--- config.mk ---
export PLATFORM = sky130hd
export DESIGN_NAME = playbus2_sequencer
export DESIGN_NICKNAME = d
export VERILOG_FILES = /design/src/rtl/playbus2_sequencer.sv
export SDC_FILE = /design/constraint.sdc
export NUM_CORES = 1
export LEC_CHECK = 0
export BUFFER_PORTS_ARGS = -buffer_cell sky130_fd_sc_hd__buf_2
export CAP_MARGIN = 25
export CELL_PAD_IN_SITES_DETAIL_PLACEMENT = 1
export CELL_PAD_IN_SITES_GLOBAL_PLACEMENT = 2
export CORE_MARGIN = 2
export CORE_UTILIZATION = 30
export DETAILED_ROUTE_END_ITERATION = 16
export PLACE_DENSITY = 0.64
export SLEW_MARGIN = 20
export SYNTH_ARGS = -nofsm -noshare
export SYNTH_HDL_FRONTEND = slang
export SYNTH_SLANG_ARGS = --single-unit
--- constraint.sdc ---
create_clock -name clk -period 4.1 [get_ports clk]
set_input_delay 0.82 -clock clk [delete_from_list [all_inputs] [get_ports clk]]
set_output_delay 0.82 -clock clk [all_outputs]
set_load 0.05 [all_outputs]
--- src/rtl/playbus2_sequencer.sv ---
// playbus2_sequencer: switch/LED/RAM/ROM bus sequencer with IDLE-EXEC-DONE control.
// Define PLAYBUS_CLASH_EN to turn function 7 into a bus contention demonstration.
module playbus2_sequencer #(
    parameter int DW = 4,
    parameter int AW = 3
) (
    input  logic          clk,
    input  logic          reset,
    input  logic [DW-1:0] sw_data,
    input  logic [AW-1:0] sw_addr,
    input  logic [2:0]    sw_func,
    input  logic          go,
    output logic [DW-1:0] ledout,
    output logic [DW-1:0] bus,
    output logic          bus_z,
    output logic          contend,
    output logic [AW-1:0] address,
    output logic [2:0]    func,
    output logic          busy,
    output logic          done
);
    typedef enum logic [1:0] {IDLE, EXEC, DONE} state_t;
    state_t state_q;
    logic [DW-1:0] ledout_q;
    logic [AW-1:0] address_q, address_d;
    logic [2:0] func_q;
    logic [DW-1:0] ram [2**AW];
    logic exec, blk, last, src_sw, src_ram, src_rom, clash, ram_we, led_we;
    logic [DW-1:0] rom_word;

    function automatic logic [DW-1:0] rom_f(input logic [AW-1:0] a);
        int v;
        v = 3 * int'(a) + 1;
        return v[DW-1:0];
    endfunction

    always_comb begin
        exec = state_q == EXEC;
        blk = func_q == 3'd5 || func_q == 3'd6;
        last = !blk || &address_q;
        address_d = blk ? address_q + AW'(1) : address_q;
        src_sw = exec && (func_q == 3'd1 || func_q == 3'd2);
        src_ram = exec && (func_q == 3'd3 || func_q == 3'd6);
        src_rom = exec && (func_q == 3'd4 || func_q == 3'd5);
`ifdef PLAYBUS_CLASH_EN
        clash = exec && func_q == 3'd7;
`else
        clash = 1'b0;
`endif
        rom_word = rom_f(address_q);
        // Wired-OR model of the shared bus; an undriven bus reads as 0.
        bus = ((src_sw || clash) ? sw_data : '0) | (src_ram ? ram[address_q] : '0)
            | ((src_rom || clash) ? rom_word : '0);
        bus_z = !(src_sw || src_ram || src_rom || clash);
        ram_we = exec && (func_q == 3'd2 || func_q == 3'd5);
        led_we = exec && (func_q == 3'd1 || func_q == 3'd3 || func_q == 3'd4 || func_q == 3'd6);
    end

    always_ff @(posedge clk or posedge reset) begin
        if (reset) begin
            state_q <= IDLE;
            ledout_q <= '0;
            address_q <= '0;
            func_q <= '0;
        end else begin
            case (state_q)
                IDLE: if (go) begin
                    state_q <= EXEC;
                    address_q <= sw_addr;
                    func_q <= sw_func;
                end
                EXEC: begin
                    if (led_we) ledout_q <= bus;
                    address_q <= address_d;
                    if (last) state_q <= DONE;
                end
                default: state_q <= IDLE;
            endcase
        end
    end

    // RAM contents deliberately survive reset.
    always_ff @(posedge clk) begin
        if (ram_we) ram[address_q] <= bus;
    end

    assign contend = clash;
    assign ledout = ledout_q;
    assign address = address_q;
    assign func = func_q;
    assign busy = state_q != IDLE;
    assign done = state_q == DONE;
endmodule

## After elaboration in Yosys (flattened, before gate mapping)

Memories as Yosys holds them, arrays and structs flattened.
Cells that the tools add are included.

- Add/sub/neg operators: 2
- $mul: 1
- Eq/ne operators: 11
- Mux-type cells: 11
- Bitwise operators: 2
- Reductions and logical operators: 26

Operators with widths:

| kind | number |
|---|---|
| 4-bit two-way mux | 3 |
| 1-bit logical OR | 11 |
| 3-bit == test, second input constant | 3 |
| 4-bit bitwise OR | 2 |
| 3-bit by 2-bit == test with 1-bit output, second input constant | 2 |
| 3-bit two-way mux | 2 |
| 3-bit one-hot mux with 2 select lines | 1 |
| 2-bit AND reduction | 3 |
| 3-bit AND reduction | 2 |
| 1-bit logical AND | 5 |
| 4-bit by 1-bit adder with 4-bit output, second input constant | 1 |
| 2-bit by 3-bit multiplier with 4-bit output, first input constant | 1 |
| 2-bit two-way mux | 2 |
| 2-bit by 1-bit inequality test with 1-bit output, second input constant | 2 |
| 2-bit one-hot mux with 2 select lines | 1 |
| 2-bit nonzero test | 2 |
| 3-bit by 1-bit adder with 3-bit output, second input constant | 1 |
| 3-bit by 1-bit == test with 1-bit output, second input constant | 1 |
| 2-bit by 1-bit == test with 1-bit output, second input constant | 1 |
| 2-bit == test, second input constant | 1 |
| 1-bit logical NOT | 2 |
| 2-bit logical NOT | 1 |
| 1-bit two-way mux | 2 |
| 2-bit inequality test, second input constant | 1 |

- Register bits: 12
- Memory bits (writable): 32
- Bits of input ports: 13
- Output and inout port bits: 18
- Logic and storage cells: 58
- Memories kept: 1

Memory list:

| memory | words | width | rd ports | clocked after memory_dff | wr ports | RTL line | text |
|---|---|---|---|---|---|---|---|
| ram | 8 | 4 | 1 | 0 | 1 | 27 | `logic [DW-1:0] ram [2**AW];` |

## Logic depth before layout (Yosys ltp)

- Depth after elaboration: 6
- Depth in mapped cells: 6
- Mapped depth without buffers: 5

## Least setup slack after synthesis

No wires, ideal clock.

- Path type: register to output
- From: register address_q[0], in the netlist address[0]
- To: output port bus[3]
- Arrival: 2.272 ns
- Data required time: 3.280 ns
- Slack: 1.008 ns
- Cell stages (with the launch flop): 7
- Path buffers: 1
- Cell sequence: dfrtp_1 buf_2 inv_1 fa_1 xnor2_1 a22oi_1 nand2_1

- Cells in the longest elaborated chain, start to end: 4

Ends and longest elaborated chain:

| element | RTL line | text |
|---|---|---|
| from (decl) | 25 | `logic [AW-1:0] address_q, address_d;` |
| from (signal assigned) | 69 | `address_q <= sw_addr;` |
| from (signal assigned) | 74 | `address_q <= address_d;` |
| 2-bit by 3-bit multiplier with 4-bit output or memory read 8 x 4 bit (tied branches) | n/a |  |
| 4-bit by 1-bit adder with 4-bit output or 4-bit two-way mux (tied branches) | 33, 52 |  |
| 4-bit two-way mux or 4-bit bitwise OR (tied branches) | 53, 52 |  |
| 4-bit bitwise OR (*) | 53 | `\| ((src_rom \|\| clash) ? rom_word : '0);` |
| to (decl) | 14 | `output logic [DW-1:0] bus,` |

Every way passes the cells marked *; elsewhere a longest branch is shown, timed or not.

## Worst setup path in the final report

Ends and elaborated chain as after synthesis.

==> metrics.txt <==
# TYPE chip_impl_metric gauge
chip_impl_info{name="cts_tree",value="done"} 1
chip_impl_metric{name="leakagePower",unit="nW"} 0.999
chip_impl_metric{name="design.final.nets",unit=""} 211
chip_impl_info{name="most-common-layout-cells",value="sky130_fd_sc_hd__edfxtp_1 (32), sky130_fd_sc_hd__buf_2 (29), sky130_fd_sc_hd__mux2i_1 (16), sky130_fd_sc_hd__dfrtp_1 (12), sky130_fd_sc_hd__a22oi_1 (11)"} 1
chip_impl_metric{name="rows",unit=""} 30
chip_impl_info{name="timing_worst_setup_path_type",value="flop to output port"} 1
chip_impl_metric{name="h-tree-depth",unit=""} 2
chip_impl_metric{name="fin_crit_sh",unit="%"} 85.1
chip_impl_info{name="worstPathCellList",value="inv_1, fa_1, xnor2_1, a22oi_1, nand2_1, buf_2"} 1
chip_impl_metric{name="postSynthNetCount",unit=""} 179
chip_impl_metric{name="timing.critical_path.arrival",unit="ns"} 2.67
chip_impl_metric{name="power.density",unit="mW/mm2"} 836
chip_impl_metric{name="finalWeightedCongestion",unit=""} 0.823
chip_impl_info{name="endpoint_kind",value="output port"} 1
chip_impl_metric{name="dpl_worst_slack",unit="ns"} 0.944
chip_impl_metric{name="register_to_register_path_depth",unit=""} 5
chip_impl_info{name="grt_setup_unrepaired",value="false"} 1
chip_impl_metric{name="place_hpwl",unit="mm"} 3.87
chip_impl_metric{name="cts-root-to-sink-buffers",unit=""} 2
chip_impl_metric{name="antenna_cells_inserted",unit=""} 0
chip_impl_metric{name="ir_worst_vdd",unit="mV"} 0.343
chip_impl_metric{name="wirelength_per_cell",unit="um"} 17.8
chip_impl_metric{name="drv_cap",unit=""} 0
chip_impl_metric{name="finalWorstSetupSlack",unit="ns"} 0.613
chip_impl_metric{name="numPortBuffers",unit=""} 29
chip_impl_info{name="post-synth-top-area-cell",value="sky130_fd_sc_hd__edfxtp_1"} 1
chip_impl_metric{name="yosysWarningCount",unit=""} 0
chip_impl_metric{name="cts_buffers",unit=""} 5
chip_impl_metric{name="drtIter0Drc",unit=""} 63
chip_impl_metric{name="finalSetupTns",unit="ns"} 0
chip_impl_metric{name="timing.critical_path.fanout_max",unit=""} 15
chip_impl_metric{name="relSlewSlack",unit="%"} 58.7
chip_impl_metric{name="netlist_area",unit="mm2"} 0.00212
chip_impl_info{name="outcome",value="completed"} 1
chip_impl_metric{name="synth.ff_latch_count",unit=""} 44
chip_impl_metric{name="cts_hold_buffers",unit=""} 0
chip_impl_metric{name="clock_sinks",unit=""} 44
chip_impl_metric{name="synth_cells",unit=""} 158
chip_impl_metric{name="multi_input_comb_area",unit="um2"} 802
chip_impl_metric{name="grt_use_total",unit="%"} 14.4
chip_impl_metric{name="die_y",unit="um"} 88.0
chip_impl_metric{name="timing.final.setup_violations",unit=""} 0
chip_impl_metric{name="fmaxAchievable",unit="MHz"} 287
chip_impl_metric{name="area_growth_syn_to_layout",unit="%"} 15.4
chip_impl_metric{name="grt_antenna_before_repair",unit=""} 0
chip_impl_metric{name="antenna_left",unit=""} 0
chip_impl_metric{name="initial_utilization",unit="%"} 31.0
chip_impl_metric{name="first_global_vias",unit=""} 1536
chip_impl_info{name="path_delay_family",value="flip-flops"} 1
chip_impl_metric{name="final.hold.worst_slack",unit="ns"} 0.528
chip_impl_metric{name="min_clock_period_post_route",unit="ns"} 3.49
chip_impl_metric{name="cts_setup_buffers",unit=""} 0
chip_impl_metric{name="die_w",unit="um"} 88.0
chip_impl_metric{name="seq_area_frac_synth",unit="%"} 59.5
chip_impl_info{name="slowest_stage",value="sky130_fd_sc_hd__dfrtp_1"} 1
chip_impl_metric{name="global_route.overflow_total",unit=""} 0
chip_impl_metric{name="wire_length_of_the_first_global_routing_pass",unit="mm"} 8.09
chip_impl_metric{name="layout-drive-gt1-share",unit="%"} 24.6
chip_impl_metric{name="clk_pin_slew",unit="ns"} 0.09
chip_impl_metric{name="vias",unit=""} 1354
chip_impl_metric{name="critical_path.max_stage_delay",unit="ns"} 0.75
chip_impl_metric{name="final-max-slew-violation-count",unit=""} 0
chip_impl_metric{name="worstMarginPinSlew",unit="ns"} 0.620
chip_impl_info{name="layout_commonest_cell",value="sky130_fd_sc_hd__edfxtp_1"} 1
chip_impl_info{name="worst_hold_path_type",value="primary input to asynchronous set/reset pin"} 1
chip_impl_metric{name="critPathBufInv",unit=""} 2
chip_impl_metric{name="floorplan.die_area",unit="mm2"} 0.00775
chip_impl_metric{name="drc",unit=""} 0
chip_impl_metric{name="total_wirelength",unit="mm"} 5.10
chip_impl_metric{name="io_pins",unit=""} 31
chip_impl_metric{name="final-seq-area",unit="mm2"} 0.00126
chip_impl_metric{name="clock-skew-final",unit="ns"} 0.00876
chip_impl_info{name="clock_tree.root_cell",value="sky130_fd_sc_hd__clkbuf_8"} 1
chip_impl_metric{name="synth_top_cell_area_share",unit="%"} 45.4
chip_impl_metric{name="yosys.cell_types.count",unit=""} 34
chip_impl_metric{name="layout.filler_cells",unit=""} 798
chip_impl_metric{name="placeableCoreArea",unit="mm2"} 0.00683
chip_impl_metric{name="grt_start_max_net_pins",unit=""} 16
chip_impl_metric{name="required",unit="ns"} 3.28
chip_impl_info{name="synth.area.top_cells",value="sky130_fd_sc_hd__edfxtp_1 (45%), sky130_fd_sc_hd__dfrtp_1 (14%), sky130_fd_sc_hd__mux2i_1 (7.6%)"} 1
chip_impl_metric{name="drt-vias-per-instance",unit=""} 4.72
chip_impl_metric{name="post_cts_resize_count",unit=""} 0
chip_impl_metric{name="insertion_delay",unit="ns"} 0.30
chip_impl_metric{name="syn_area_per_cell",unit="um2"} 13.4
chip_impl_info{name="setup.worst_path.start_class",value="flop"} 1
chip_impl_metric{name="critical_path_stages",unit=""} 6
chip_impl_metric{name="hold_viol",unit=""} 0
chip_impl_metric{name="drt_first_pass_iters",unit=""} 4
Yosys cell counts:
library cell	n
sky130_fd_sc_hd__nor3b_4	1
sky130_fd_sc_hd__mux2i_1	16
sky130_fd_sc_hd__o32a_1	1
sky130_fd_sc_hd__nand4_1	1
sky130_fd_sc_hd__a21oi_1	2
sky130_fd_sc_hd__conb_1	1
sky130_fd_sc_hd__buf_4	3
sky130_fd_sc_hd__edfxtp_1	32
sky130_fd_sc_hd__nor2b_1	4
sky130_fd_sc_hd__o22a_2	1
sky130_fd_sc_hd__nor3_1	2
sky130_fd_sc_hd__nand2b_1	2
sky130_fd_sc_hd__fa_1	1
sky130_fd_sc_hd__nor2_1	8
sky130_fd_sc_hd__inv_1	6
sky130_fd_sc_hd__nor3_4	1
sky130_fd_sc_hd__and3_1	2
sky130_fd_sc_hd__a22oi_1	11
sky130_fd_sc_hd__xnor2_1	4
sky130_fd_sc_hd__o21a_1	2
sky130_fd_sc_hd__ha_1	7
sky130_fd_sc_hd__buf_2	2
sky130_fd_sc_hd__nand3_1	4
sky130_fd_sc_hd__nand2_1	6
sky130_fd_sc_hd__nand2b_4	1
sky130_fd_sc_hd__o21ai_0	2
sky130_fd_sc_hd__nand3b_1	2
sky130_fd_sc_hd__and2b_2	1
sky130_fd_sc_hd__and2_1	9
sky130_fd_sc_hd__nor3b_2	1
sky130_fd_sc_hd__dfrtp_1	12
sky130_fd_sc_hd__a31oi_1	6
sky130_fd_sc_hd__mux2_2	3
sky130_fd_sc_hd__or2_2	1
area by class of cell:
class	instances	area share (%)
sequential	44	51.6
multi-input combinational	103	32.8
timing repair buffer	30	6.25
tap	96	4.92
clock buffer	6	2.97
inverter	6	0.922
clock inverter	2	0.512
state kept, by name, indices dropped and copies added (netlist names):
signal   count
ram         32
func         3
ledout       4
state_q      2
address      3
cell families (layout without fill, tap and decap cells):
logic type | Yosys count | in the layout | synth area share (%)
fa+ha+maj | 8 | 8 | 5.08
other cells | 1 | 1 | 0.177
xor+xnor | 4 | 4 | 1.65
mux | 19 | 19 | 9.16
buf+inv | 11 | 44 | 2.60
compound gates | 25 | 25 | 8.27
simple gates | 46 | 46 | 13.5
flops | 44 | 44 | 59.5
worst paths after layout:
check / start / endpoint / slack, ns
min: reset / func[0] / 0.53
min in group clk: ledout[1] / ledout[1] / 0.56
max in group asynchronous: reset / ledout[1] / 3.23
max: address[0] / bus[3] / 0.61
max reg2reg: address[0] / ram[5][3] / 1.71
min reg2reg: ledout[1] / ledout[1] / 0.56
report_power, final:
part | leakage, nW | switching, mW | internal [mW]
sequential | 0.436 | 0.125 | 0.604
clock | 0.0412 | 0.148 | 0.119
combinational | 0.522 | 0.721 | 0.326
total | 0.999 | 0.994 | 1.05
per-stage QoR:
stage          cell area [um2]  total power [mW]  instances  utilization, %
6_report                  2440              2.04        287            35.8
5_1_grt                   2440              2.18        287            35.8
4_1_cts                   2440              2.07        287            35.8
3_5_place_dp              2360              1.80        279            34.5
3_3_place_gp              2360              1.78        279            34.5
2_1_floorplan             2120              1.53        158               -
worst register-to-register path, delay by kind of cell (launching register included):
kind | cells | cell delay [ns]
flops | 1 | 0.75
fa+ha+maj | 1 | 0.46
compound gates | 1 | 0.29
buf+inv | 1 | 0.19
simple gates | 1 | 0.26
xor+xnor | 1 | 0.14
per-layer routing:
metal | up-vias | track usage [%] | share of wire [%] | wire [um]
met5 | - | 0 | 0 | 0
met4 | 0 | 5.51 | 2.4 | 120
li1 | 639 | - | - | -
met3 | 12 | 3.11 | 3.1 | 157
met2 | 30 | 24.1 | 51 | 2580
met1 | 673 | 18.2 | 44 | 2240
Power figures use the tool's default switching activity.
